$ cat config.mk
export PLATFORM = sky130hd
export DESIGN_NAME = alureg_bank
export DESIGN_NICKNAME = d
export VERILOG_FILES = /design/src/rtl/alureg_bank.sv
export SDC_FILE = /design/constraint.sdc
export NUM_CORES = 1
export LEC_CHECK = 0
export CAP_MARGIN = 20
export CELL_PAD_IN_SITES_DETAIL_PLACEMENT = 0
export CELL_PAD_IN_SITES_GLOBAL_PLACEMENT = 1
export CORE_MARGIN = 3
export CORE_UTILIZATION = 48
export DETAILED_ROUTE_END_ITERATION = 6
export PLACE_DENSITY_LB_ADDON = 0.1
export SYNTH_ARGS = -nofsm -noshare
export SYNTH_HDL_FRONTEND = slang
export SYNTH_SLANG_ARGS = --single-unit
$ cat constraint.sdc
create_clock -name clk -period 6.95 [get_ports clk]
set_input_delay 1.39 -clock clk [delete_from_list [all_inputs] [get_ports clk]]
set_output_delay 1.39 -clock clk [all_outputs]
set_load 0.01 [all_outputs]
$ cat src/rtl/alureg_bank.sv
// Register bank with an in-place ALU write port and two read ports.
// Zero/carry flags track the most recent non-HOLD write.
module alureg_bank #(
    parameter int WIDTH  = 8,
    parameter int ADDR_W = 2,
    parameter int BYPASS = 0
) (
    input  logic              clk,
    input  logic              rst,
    input  logic              we,
    input  logic [2:0]        op,
    input  logic [ADDR_W-1:0] waddr,
    input  logic [WIDTH-1:0]  in,
    input  logic [ADDR_W-1:0] raddr_a,
    input  logic [ADDR_W-1:0] raddr_b,
    output logic [WIDTH-1:0]  out_a,
    output logic [WIDTH-1:0]  out_b,
    output logic              zero,
    output logic              carry
);

    localparam int NREG = 2 ** ADDR_W;

    localparam logic [2:0] OP_HOLD  = 3'b000;
    localparam logic [2:0] OP_LOAD  = 3'b001;
    localparam logic [2:0] OP_CLEAR = 3'b010;
    localparam logic [2:0] OP_INC   = 3'b011;
    localparam logic [2:0] OP_DEC   = 3'b100;
    localparam logic [2:0] OP_SHL   = 3'b101;
    localparam logic [2:0] OP_SHR   = 3'b110;
    localparam logic [2:0] OP_ADD   = 3'b111;

    logic [WIDTH-1:0] regs [NREG];
    logic [WIDTH-1:0] cur;
    logic [WIDTH:0]   ext;
    logic [WIDTH-1:0] res;
    logic             res_c;
    logic             wr;

    assign cur = regs[waddr];
    assign ext = {1'b0, cur};
    assign wr  = we && (op != OP_HOLD);

    always_comb begin
        res   = cur;
        res_c = 1'b0;
        unique case (op)
            OP_HOLD: begin
                res   = cur;
                res_c = 1'b0;
            end
            OP_LOAD: begin
                res   = in;
                res_c = 1'b0;
            end
            OP_CLEAR: begin
                res   = '0;
                res_c = 1'b0;
            end
            OP_INC: begin
                {res_c, res} = ext + (WIDTH+1)'(1);
            end
            OP_DEC: begin
                res   = cur - WIDTH'(1);
                res_c = (cur == '0);
            end
            OP_SHL: begin
                res   = {cur[WIDTH-2:0], 1'b0};
                res_c = cur[WIDTH-1];
            end
            OP_SHR: begin
                res   = {1'b0, cur[WIDTH-1:1]};
                res_c = cur[0];
            end
            OP_ADD: begin
                {res_c, res} = ext + {1'b0, in};
            end
            default: begin
                res   = cur;
                res_c = 1'b0;
            end
        endcase
    end

    always_ff @(posedge clk or posedge rst) begin
        if (rst) begin
            for (int i = 0; i < NREG; i++) begin
                regs[i] <= '0;
            end
            zero  <= 1'b0;
            carry <= 1'b0;
        end else if (wr) begin
            regs[waddr] <= res;
            zero        <= (res == '0);
            carry       <= res_c;
        end
    end

    // Bypass is masked during reset so outputs read zero immediately.
    always_comb begin
        out_a = regs[raddr_a];
        out_b = regs[raddr_b];
        if (BYPASS != 0 && wr && !rst) begin
            if (raddr_a == waddr) out_a = res;
            if (raddr_b == waddr) out_b = res;
        end
    end

endmodule
==> results of run 1 <==
[worst register-to-register path: stages, from the launching register on]
cell,delay [ns]
dfrtp_1,0.41
mux4_2,0.62
ha_1,0.29
fa_1,0.43
a21o_1,0.18
a211oi_1,0.24
o311ai_0,0.22
a221o_1,0.37
or4_1,0.54
o41ai_2,0.20
[routing by layer]
layer	vias up	track usage	wire length, um
li1	1139	-	-
met1	1275	0.3321	3468
met2	83	0.3486	3703
met3	11	0.05790	523
met4	0	0.04604	74
met5	-	0	0
[sequential cells by signal, indices dropped and copies added (netlist names)]
register	flops
regs	32
carry	1
zero	1
[cell usage in the layout, fill, tap and decap left out, drive strengths merged, types with 3 or more instances in the layout]
| cell type | count |
|---|---|
| xnor2 | 4 |
| clkbuf | 7 |
| o21a | 5 |
| a21oi | 9 |
| nor3 | 8 |
| xor2 | 6 |
| a22o | 5 |
| dfrtp | 34 |
| clkdlybuf4s50 | 37 |
| nand4 | 3 |
| a31oi | 4 |
| ha | 11 |
| mux2 | 33 |
| inv | 5 |
| nand3 | 11 |
| a22oi | 3 |
| mux2i | 3 |
| o21ai | 16 |
| or3 | 3 |
| nor2 | 22 |
| mux4 | 24 |
| nand2 | 14 |
[path summary, 6_finish.rpt]
path,startpoint,endpoint,depth (start not counted)
setup / recovery,waddr[0],zero$_DFFE_PP0P_,10
hold / removal,zero$_DFFE_PP0P_,zero$_DFFE_PP0P_,2
setup reg to reg,regs[0]$_DFFE_PP0P_,zero$_DFFE_PP0P_,9
hold reg to reg,zero$_DFFE_PP0P_,zero$_DFFE_PP0P_,2
max in group asynchronous,rst,regs[12]$_DFFE_PP0P_,3
min in group asynchronous,rst,regs[20]$_DFFE_PP0P_,3
[cell families after synthesis]
kind of cell               after synthesis
and+or+nand+nor                         73
AOI/OAI and AO/OA                       63
muxes                                   60
DFF                                     34
buffers and inverters                   25
adders and majority gates               12
xor gates and xnor gates                10
[stage by stage]
stage,power (mW),utilization,hold WS (ns),area [um^2],std cells
2_1_floorplan,0.8939,-,0.5088,2954,277
3_3_place_gp,1.105,0.5813,0.4875,3338,368
3_5_place_dp,1.117,0.5813,0.4843,3338,368
4_1_cts,1.274,0.5972,0.5001,3430,376
5_1_grt,1.366,0.5972,0.5372,3430,376
6_report,1.271,0.5972,0.4937,3430,376
[area by class of cell]
type	count	area, um^2	area share
Sequential cell	34	850.8	0.2481
Multi-Input combinational cell	218	1993	0.5812
Timing Repair Buffer	39	385.4	0.1124
Tap cell	72	90.09	0.02627
Clock inverter	1	5.005	0.001459
Clock buffer	7	86.33	0.02517
Inverter	5	18.77	0.005472
[power groups by stage]
stage / Clock (mW) / Combinational, mW / Sequential, mW
finish: 0.153 / 0.753 / 0.366
global route: 0.171 / 0.816 / 0.380
CTS: 0.157 / 0.753 / 0.364
detailed placement: 0 / 0.748 / 0.369
global placement: 0 / 0.743 / 0.363
floorplan: 0 / 0.555 / 0.339
==> metrics.cfg, run 1 <==
[timing]
slew-limit-headroom = 0.3656
post-route-period-util = 0.7546
setup_ws_ns = 1.705
max_freq_mhz = 190.7
setup_violations = 0
worst_slew_pin_slew_ns = 0.9480
period_needed_ns = 5.245
final_max_slew_viol_count = 0
hold_viol = 0
setup_tns_ns = 0
skew_ns = 0.006833
rsz0062_at_grt = false

[logic_synthesis]
synth-simple-area-share = 0.1211
avgSynthCellArea_um2 = 10.66
synthAdderAreaFrac = 0.05337
synth_top_cell_by_area = dfrtp_1
yosys_warnings = 0
synth_fp_nets = 309
synth-compound-area-share = 0.1504
ys_seq_area_frac = 0.2880
syn_area_um2 = 2954
netlist_instances = 277
synth-xor-area-share = 0.02965
async_flop_share = 1.000
synth_area_leaders = dfrtp_1, mux4_2, mux2_2
synth_top_cell_area_share = 0.2880
synthMuxAreaShare = 0.3202
ys.flop_type = dfrtp_1
synth.distinct_cells = 53
ys_top_cells_by_count = dfrtp_1, mux2_2, mux4_2
synth_top_family_by_area = multiplexers
synth_seq_cells = 34
yosysMostFrequentCell = dfrtp_1
synth_edf_count = 0

[final_layout]
fill_cells = 508
finalNetCount = 335
syn2layout_area_growth_pct = 16.09
final_layout_size_suffix_gt1_frac = 0.2336
antenna_cells = 0

[global_route]
antenna_found_initial = 0
grt_overflow = 0
grt_usage = 0.2283
grt_pass1_vias = 2474
grt_max_degree = 35
grt_pass1_wl_um = 12960

[floorplan]
fp.dieW_um = 84.45
core_um2 = 5743
num_rows = 27
die_h_um = 84.45
io-pin-count = 38
die-area_um2 = 7132
start_util = 0.5144

[critical_path]
cp_data_arrival_time_ns = 5.44
slowest_delay_ns = 0.85
cpLargestDelayFamily = compound AO/OA/AOI/OAI gates
crit_type = input port to register
endpoint_kind = register
crit_path_top_delay_cell = clkdlybuf4s50_1
required_ns = 7.14
rrSetupSlack_ns = 3.36
path_max_fanout = 12
start_kind = input port
cp_num_buf_inv = 1
crit_path_cell_trace = clkdlybuf4s50_1, mux4_2, ha_1, fa_1, a21o_1, a211oi_1, o311ai_0, a221o_1, or4_1, o41ai_2

[detailed_routing]
wl_per_cell_um = 20.66
drtIter0Drc = 202
drtPass1Iterations = 4
finalWirelength_um = 7769
ant_nets = 0
routed-via-count = 2508
viasPerCell = 6.670
route.detailed.drc = 0

[clock_network]
cts.sinks = 34
clk_pin_slew_ns = 0.07
cts_root_buffer = clkbuf_8
numCtsBuffers = 5
hold_buffers = 0
cts_setup_buffers = 0
cts_buffer_depth = 2
cts_resized = 0
tritoncts = built
worst_skew_pair.late_latency_ns = 0.29
h-tree-depth = 2

[power_and_ir_drop]
power_density_nw_per_um2 = 370.7
vdd_drop_max_v = 0.0002534
power_frac_comb = 0.592
p_int_mw = 0.7641
p_sw_frac = 0.3989
p_seq_frac = 0.288
power.clock.fraction = 0.120
p_switching_mw = 0.5071
leakage_nw = 1.356

[run_status]
status = complete, no violations

[placed_design]
dp_hpwl_um = 5737
port_buffers = 37
place.gp.congestion = 0.8440
pre_cts_ws_ns = 1.450

[worst_hold_path]
hold_class = register to register

[job]
drv_cap = 0

Power figures use the tool's default switching activity.
==> run 2: changes to the inputs <==
CORE_UTILIZATION = 40   (was 48)
clock period = 4.6 ns   (was 6.95 ns; I/O delays follow)
==> metrics.cfg, run 2 (synthesis results as in run 1) <==
[job]
drv_cap = 0  ; unchanged

[timing]
period_needed_ns = 4.221
slew-limit-headroom = 0.5921  ; +0.2265
setup_tns_ns = 0  ; unchanged
worst_slew_pin_slew_ns = 0.6054  ; -0.3426 ns
skew_ns = 0.008211  ; +0.001378 ns
whs_ns = 0.5149  ; +0.02121 ns
setup_violations = 0  ; unchanged
post-route-period-util = 0.9176
hold_viol = 0  ; unchanged
max_freq_mhz = 236.9
final_max_slew_viol_count = 0  ; unchanged
rsz0062_at_grt = false

[floorplan]
start_util = 0.4231  ; -0.09126
die-area_um2 = 8452  ; +19%
die_h_um = 91.94  ; +8.9%
num_rows = 30  ; +11%
fp.dieW_um = 91.94  ; +8.9%
core_um2 = 6982  ; +22%
io-pin-count = 38  ; unchanged

[final_layout]
layout_commonest_cell = clkdlybuf4s50_1
max_flop_register = regs
most-common-layout-cells = clkdlybuf4s50_1, dfrtp_1, mux2_2
reg_top3 = regs (32), carry (1), zero (1)
antenna_cells = 0  ; unchanged
fin_area_um2 = 3570  ; +4.1%
largest_register_ffs = 32  ; unchanged
syn2layout_area_growth_pct = 20.84
fin_util = 0.5113  ; -0.08588
finalNetCount = 347  ; +3.6%
final_layout_size_suffix_gt1_frac = 0.2627  ; +0.02911

[critical_path]
r2r_cells = 9  ; unchanged
crit_path_top_delay_cell = clkdlybuf4s50_1
path_max_fanout = 10  ; -2
cp_data_arrival_time_ns = 4.40  ; -1.04 ns
rrSetupSlack_ns = 1.23  ; -2.13 ns
slowest_delay_ns = 0.67  ; -0.18 ns
endpoint_kind = register
timing.rr.start = regs[0]$_DFFE_PP0P_
required_ns = 4.78  ; -2.36 ns
crit_type = input port to register
r2r_end = zero$_DFFE_PP0P_
start_kind = input port
crit_path_cell_trace = clkdlybuf4s50_1, mux4_2, buf_4, ha_1, nand3_1, and3_1, o21ai_0, a31oi_1, o31a_1, or4_1, o41ai_2

[worst_hold_path]
hold_class = register to register
min_path_cells = 1  ; -1
hp-start = carry$_DFFE_PP0P_
hold_end = carry$_DFFE_PP0P_

[power_and_ir_drop]
p_seq_frac = 0.278  ; -0.010
power_frac_comb = 0.609  ; +0.017
power_density_nw_per_um2 = 552.6  ; +49%
leakage_nw = 1.424  ; +5.0%
p_switching_mw = 0.7779  ; +53%
p_int_mw = 1.195  ; +56%
power.clock.fraction = 0.113  ; -0.007
p_sw_frac = 0.3943  ; -0.004598
vdd_drop_max_v = 0.0003264  ; +29%

[global_route]
grt_pass1_wl_um = 13740  ; +6.0%
grt_pass1_vias = 2516  ; +1.7%
antenna_found_initial = 0  ; unchanged
grt_usage = 0.2067  ; -0.02151
grt_overflow = 0  ; unchanged
grt_max_degree = 28  ; -20%

[clock_network]
clk_pin_slew_ns = 0.07  ; about the same
cts_setup_buffers = 0  ; unchanged
cts_root_buffer = clkbuf_8
tritoncts = built
h-tree-depth = 2  ; unchanged
cts_buffer_depth = 2  ; unchanged
hold_buffers = 0  ; unchanged
numCtsBuffers = 5  ; unchanged
cts_resized = 0  ; unchanged
worst_skew_pair.late_latency_ns = 0.28  ; about the same
cts.sinks = 34  ; unchanged

[placed_design]
place.gp.congestion = 0.9196  ; +9.0%
port_buffers = 37  ; unchanged
placed_area_um2 = 3451  ; +3.4%
dp_hpwl_um = 6443  ; +12%

[detailed_routing]
finalWirelength_um = 8453  ; +8.8%
viasPerCell = 6.104  ; -8.5%
drtPass1Iterations = 4  ; unchanged
routed-via-count = 2515  ; +0.28%
route.detailed.drc = 0  ; unchanged
ant_nets = 0  ; unchanged
drtIter0Drc = 168  ; -17%
wl_per_cell_um = 20.52  ; -0.70%

[run_status]
status = complete, no violations

-- run 2: cell types whose count changed in the layout (fill, tap and decap cells not counted) --
cell	before	now
buf_4	2	13
buf_16	0	1
-- run 2: metal layers --
metal,share of wire,track usage,vias up
met5,0,0,-
met3,0.059,0.02789,2
met2,0.48,0.3406,88
met1,0.46,0.2982,1263
li1,-,-,1162
met4,0.0017,0.02970,0
-- run 2: area by class of cell --
cell class,count,area [um^2]
Multi-Input combinational cell,218,1993
Inverter,5,18.77
Clock buffer,7,86.33
Timing Repair Buffer,51,495.5
Clock inverter,1,5.005
Fill cell,654,3412
Tap cell,96,120.1
Sequential cell,34,850.8
-- run 2: worst max-delay path by stage --
| stage | slack [ns] | cells after the start | startpoint | to |
|---|---|---|---|---|
| 5_1_grt | 0.12 | 10 | waddr[0] | zero$_DFFE_PP0P_ |
| 2_1_floorplan | 0.55 | 12 | waddr[0] | regs[14]$_DFFE_PP0P_ |
| 3_5_place_dp | 0.06 | 10 | waddr[0] | zero$_DFFE_PP0P_ |
| 6_report | 0.38 | 11 | waddr[1] | zero$_DFFE_PP0P_ |
| 3_3_place_gp | 0.15 | 11 | waddr[1] | zero$_DFFE_PP0P_ |
| 4_1_cts | 0.36 | 10 | waddr[0] | zero$_DFFE_PP0P_ |
-- run 2: stage by stage --
step / worst slack [ns] / power [mW] / instances
CTS: 0.3556 / 1.975 / 411
global route: 0.1184 / 2.115 / 412
detailed placement: 0.06320 / 1.746 / 403
finish: 0.3788 / 1.973 / 412
floorplan: 0.5460 / 1.351 / 277
global placement: 0.1506 / 1.731 / 403
-- run 2: power groups by stage --
stage / Combinational [mW] / Sequential [mW] / Clock [mW]
after detailed placement: 1.20 / 0.549 / 0
after CTS: 1.20 / 0.544 / 0.229
after floorplan: 0.838 / 0.512 / 0
after global routing: 1.31 / 0.568 / 0.241
after global placement: 1.19 / 0.539 / 0
final: 1.20 / 0.549 / 0.224
-- run 2: critical path, delay by kind of cell --
| family | cells | cell delay [ns] |
|---|---|---|
| AO/OA/AOI/OAI | 4 | 0.99 |
| buffers and inverters | 2 | 0.88 |
| AND/OR/NAND/NOR | 3 | 0.72 |
| multiplexers | 1 | 0.60 |
| adder cells (fa/ha/maj) | 1 | 0.30 |
==> run 3: changes to the inputs <==
GPL_TIMING_DRIVEN = 0   (was unset)
MAX_ROUTING_LAYER = met4   (was unset)
==> metrics.cfg, run 3 (synthesis results as in run 1) <==
[detailed_routing]
drtPass1Iterations = 4  ; unchanged
drtIter0Drc = 217  ; +29%
ant_nets = 0  ; unchanged
route.detailed.drc = 0  ; unchanged
viasPerCell = 6.074  ; -0.49%
wl_per_cell_um = 19.68  ; -4.1%
routed-via-count = 2533  ; +0.72%
finalWirelength_um = 8206  ; -2.9%

[critical_path]
crit_start = waddr[0]
crit_type = input port to register
path_max_fanout = 11  ; +1
timing.rr.start = regs[0]$_DFFE_PP0P_
endpoint_kind = register
cp_data_arrival_time_ns = 4.44  ; +0.04 ns
r2r_end = zero$_DFFE_PP0P_
crit_end = zero$_DFFE_PP0P_
rrSetupSlack_ns = 0.95  ; -0.28 ns
r2r_cells = 10  ; +1
required_ns = 4.79  ; about the same
start_kind = input port

[power_and_ir_drop]
leakage_nw = 1.418  ; -0.39%
design_power_total_mw = 1.968  ; -0.22%
vdd_drop_max_v = 0.0003032  ; -7.1%
power_density_nw_per_um2 = 553.9  ; +0.24%

[floorplan]
io-pin-count = 38  ; unchanged
num_rows = 30  ; unchanged
fp.dieW_um = 91.94  ; unchanged
die_h_um = 91.94  ; unchanged
start_util = 0.4231  ; unchanged
core_um2 = 6982  ; unchanged
die-area_um2 = 8452  ; unchanged

[clock_network]
tritoncts = built
cts_root_buffer = clkbuf_8
numCtsBuffers = 5  ; unchanged
cts.sinks = 34  ; unchanged
h-tree-depth = 2  ; unchanged
worst_skew_pair.late_latency_ns = 0.28  ; about the same
cts_buffer_depth = 2  ; unchanged
clk_pin_slew_ns = 0.07  ; about the same
hold_buffers = 0  ; unchanged

[final_layout]
fin_cells = 417  ; +1.2%
syn2layout_area_growth_pct = 20.29
reg_top3 = regs (32), carry (1), zero (1)
layout_commonest_cell = dfrtp_1
finalNetCount = 352  ; +1.4%
antenna_cells = 0  ; unchanged
final_layout_size_suffix_gt1_frac = 0.2555  ; -0.007207
fin_util = 0.5090  ; -0.002329
largest_register_ffs = 32  ; unchanged
max_flop_register = regs
most-common-layout-cells = dfrtp_1, mux2_2, clkdlybuf4s50_1

[global_route]
grt_use_met2 = 0.3017  ; -0.03893
grt_pass1_vias = 2499  ; -0.68%
antenna_found_initial = 0  ; unchanged
grt_usage = 0.2028  ; -0.003985
gr-max-usage-layer = met2
grt_util_met1 = 0.2916  ; -0.006596
grt_pass1_wl_um = 13080  ; -4.8%
grt_use_met3 = 0.03363  ; +0.005742
grt_overflow = 0  ; unchanged
grt_max_degree = 24  ; -14%

[placed_design]
dp_hpwl_um = 6043  ; -6.2%
dp.cells = 408  ; +1.2%
port_buffers = 33  ; -11%
place.gp.congestion = 0.8256  ; -10%

[timing]
worst_slew_pin_slew_ns = 0.8726  ; +0.2672 ns
max_freq_mhz = 235.1  ; -0.76%
slew-limit-headroom = 0.4161  ; -0.1760
setup_tns_ns = 0  ; unchanged
rsz0062_at_grt = false
period_needed_ns = 4.253  ; +0.03228 ns
hold_viol = 0  ; unchanged
final_max_slew_viol_count = 0  ; unchanged
post-route-period-util = 0.9247  ; +0.007018
skew_ns = 0.004074  ; -0.004137 ns
setup_violations = 0  ; unchanged
whs_ns = 0.4864  ; -0.02855 ns

[worst_hold_path]
hold_class = register to register

[job]
drv_cap = 0  ; unchanged

[run_status]
status = complete, no violations

-- run 3: cell types whose count changed in the layout (fill, tap and decap cells not counted), sizes merged --
| cell | previous run | this run |
|---|---|---|
| clkbuf | 7 | 19 |
| clkdlybuf4s50 | 37 | 31 |
| buf | 14 | 12 |
| dlymetal6s2s | 0 | 1 |
-- run 3: where the power goes --
group / internal (mW) / switching [mW]
sequential: 0.429 / 0.116
combinational: 0.635 / 0.558
clock: 0.121 / 0.109
total: 1.18 / 0.783
-- run 3: how the worst min path moves through the flow --
stage | startpoint | end | slack (ns) | cells past startpoint
6_report | zero$_DFFE_PP0P_ | zero$_DFFE_PP0P_ | 0.49 | 2
5_1_grt | zero$_DFFE_PP0P_ | zero$_DFFE_PP0P_ | 0.53 | 2
4_1_cts | zero$_DFFE_PP0P_ | zero$_DFFE_PP0P_ | 0.49 | 2
3_5_place_dp | zero$_DFFE_PP0P_ | zero$_DFFE_PP0P_ | 0.47 | 2
3_3_place_gp | zero$_DFFE_PP0P_ | zero$_DFFE_PP0P_ | 0.46 | 2
2_1_floorplan | regs[0]$_DFFE_PP0P_ | regs[0]$_DFFE_PP0P_ | 0.51 | 1
-- run 3: worst max-delay path: stages --
cell and delay [ns]:
clkbuf_2 0.15, buf_6 0.18, mux4_2 0.51, buf_2 0.21
ha_1 0.25, fa_1 0.43, a21o_1 0.19, a211oi_2 0.24
o311ai_0 0.19, a221o_1 0.37, or4_1 0.58, o41ai_2 0.21
-- run 3: layout make-up --
class	count	area (um^2)
inverters	5	18.77
flip-flops and latches	34	850.8
plain buffers	20	103.9
fillers	674	3428
multi-input cells	218	1998
clock inverters	1	5.005
well taps	96	120.1
clock buffers	7	86.33
repair buffers	36	370.4
-- run 3: per-layer routing --
metal / share of wire / routed length [um]
met1: 0.47 / 3889
met2: 0.46 / 3808
met3: 0.050 / 409
met4: 0.012 / 99
met5: 0 / 0
-- run 3: what timing repair did --
item / 4_1_cts / 5_1_grt
resized for setup: 5 / 4
endpoints found under the setup margin: 5 / 5
setup buffers: 0 / 1
-- run 3: per-stage QoR --
step / cell area (um^2) / setup slack (ns)
after floorplan: 2954 / 0.5460
after global placement: 3405 / -0.6456
after detailed placement: 3440 / -0.6473
after CTS: 3542 / 0.01357
after global routing: 3553 / 0.1418
final: 3553 / 0.3465
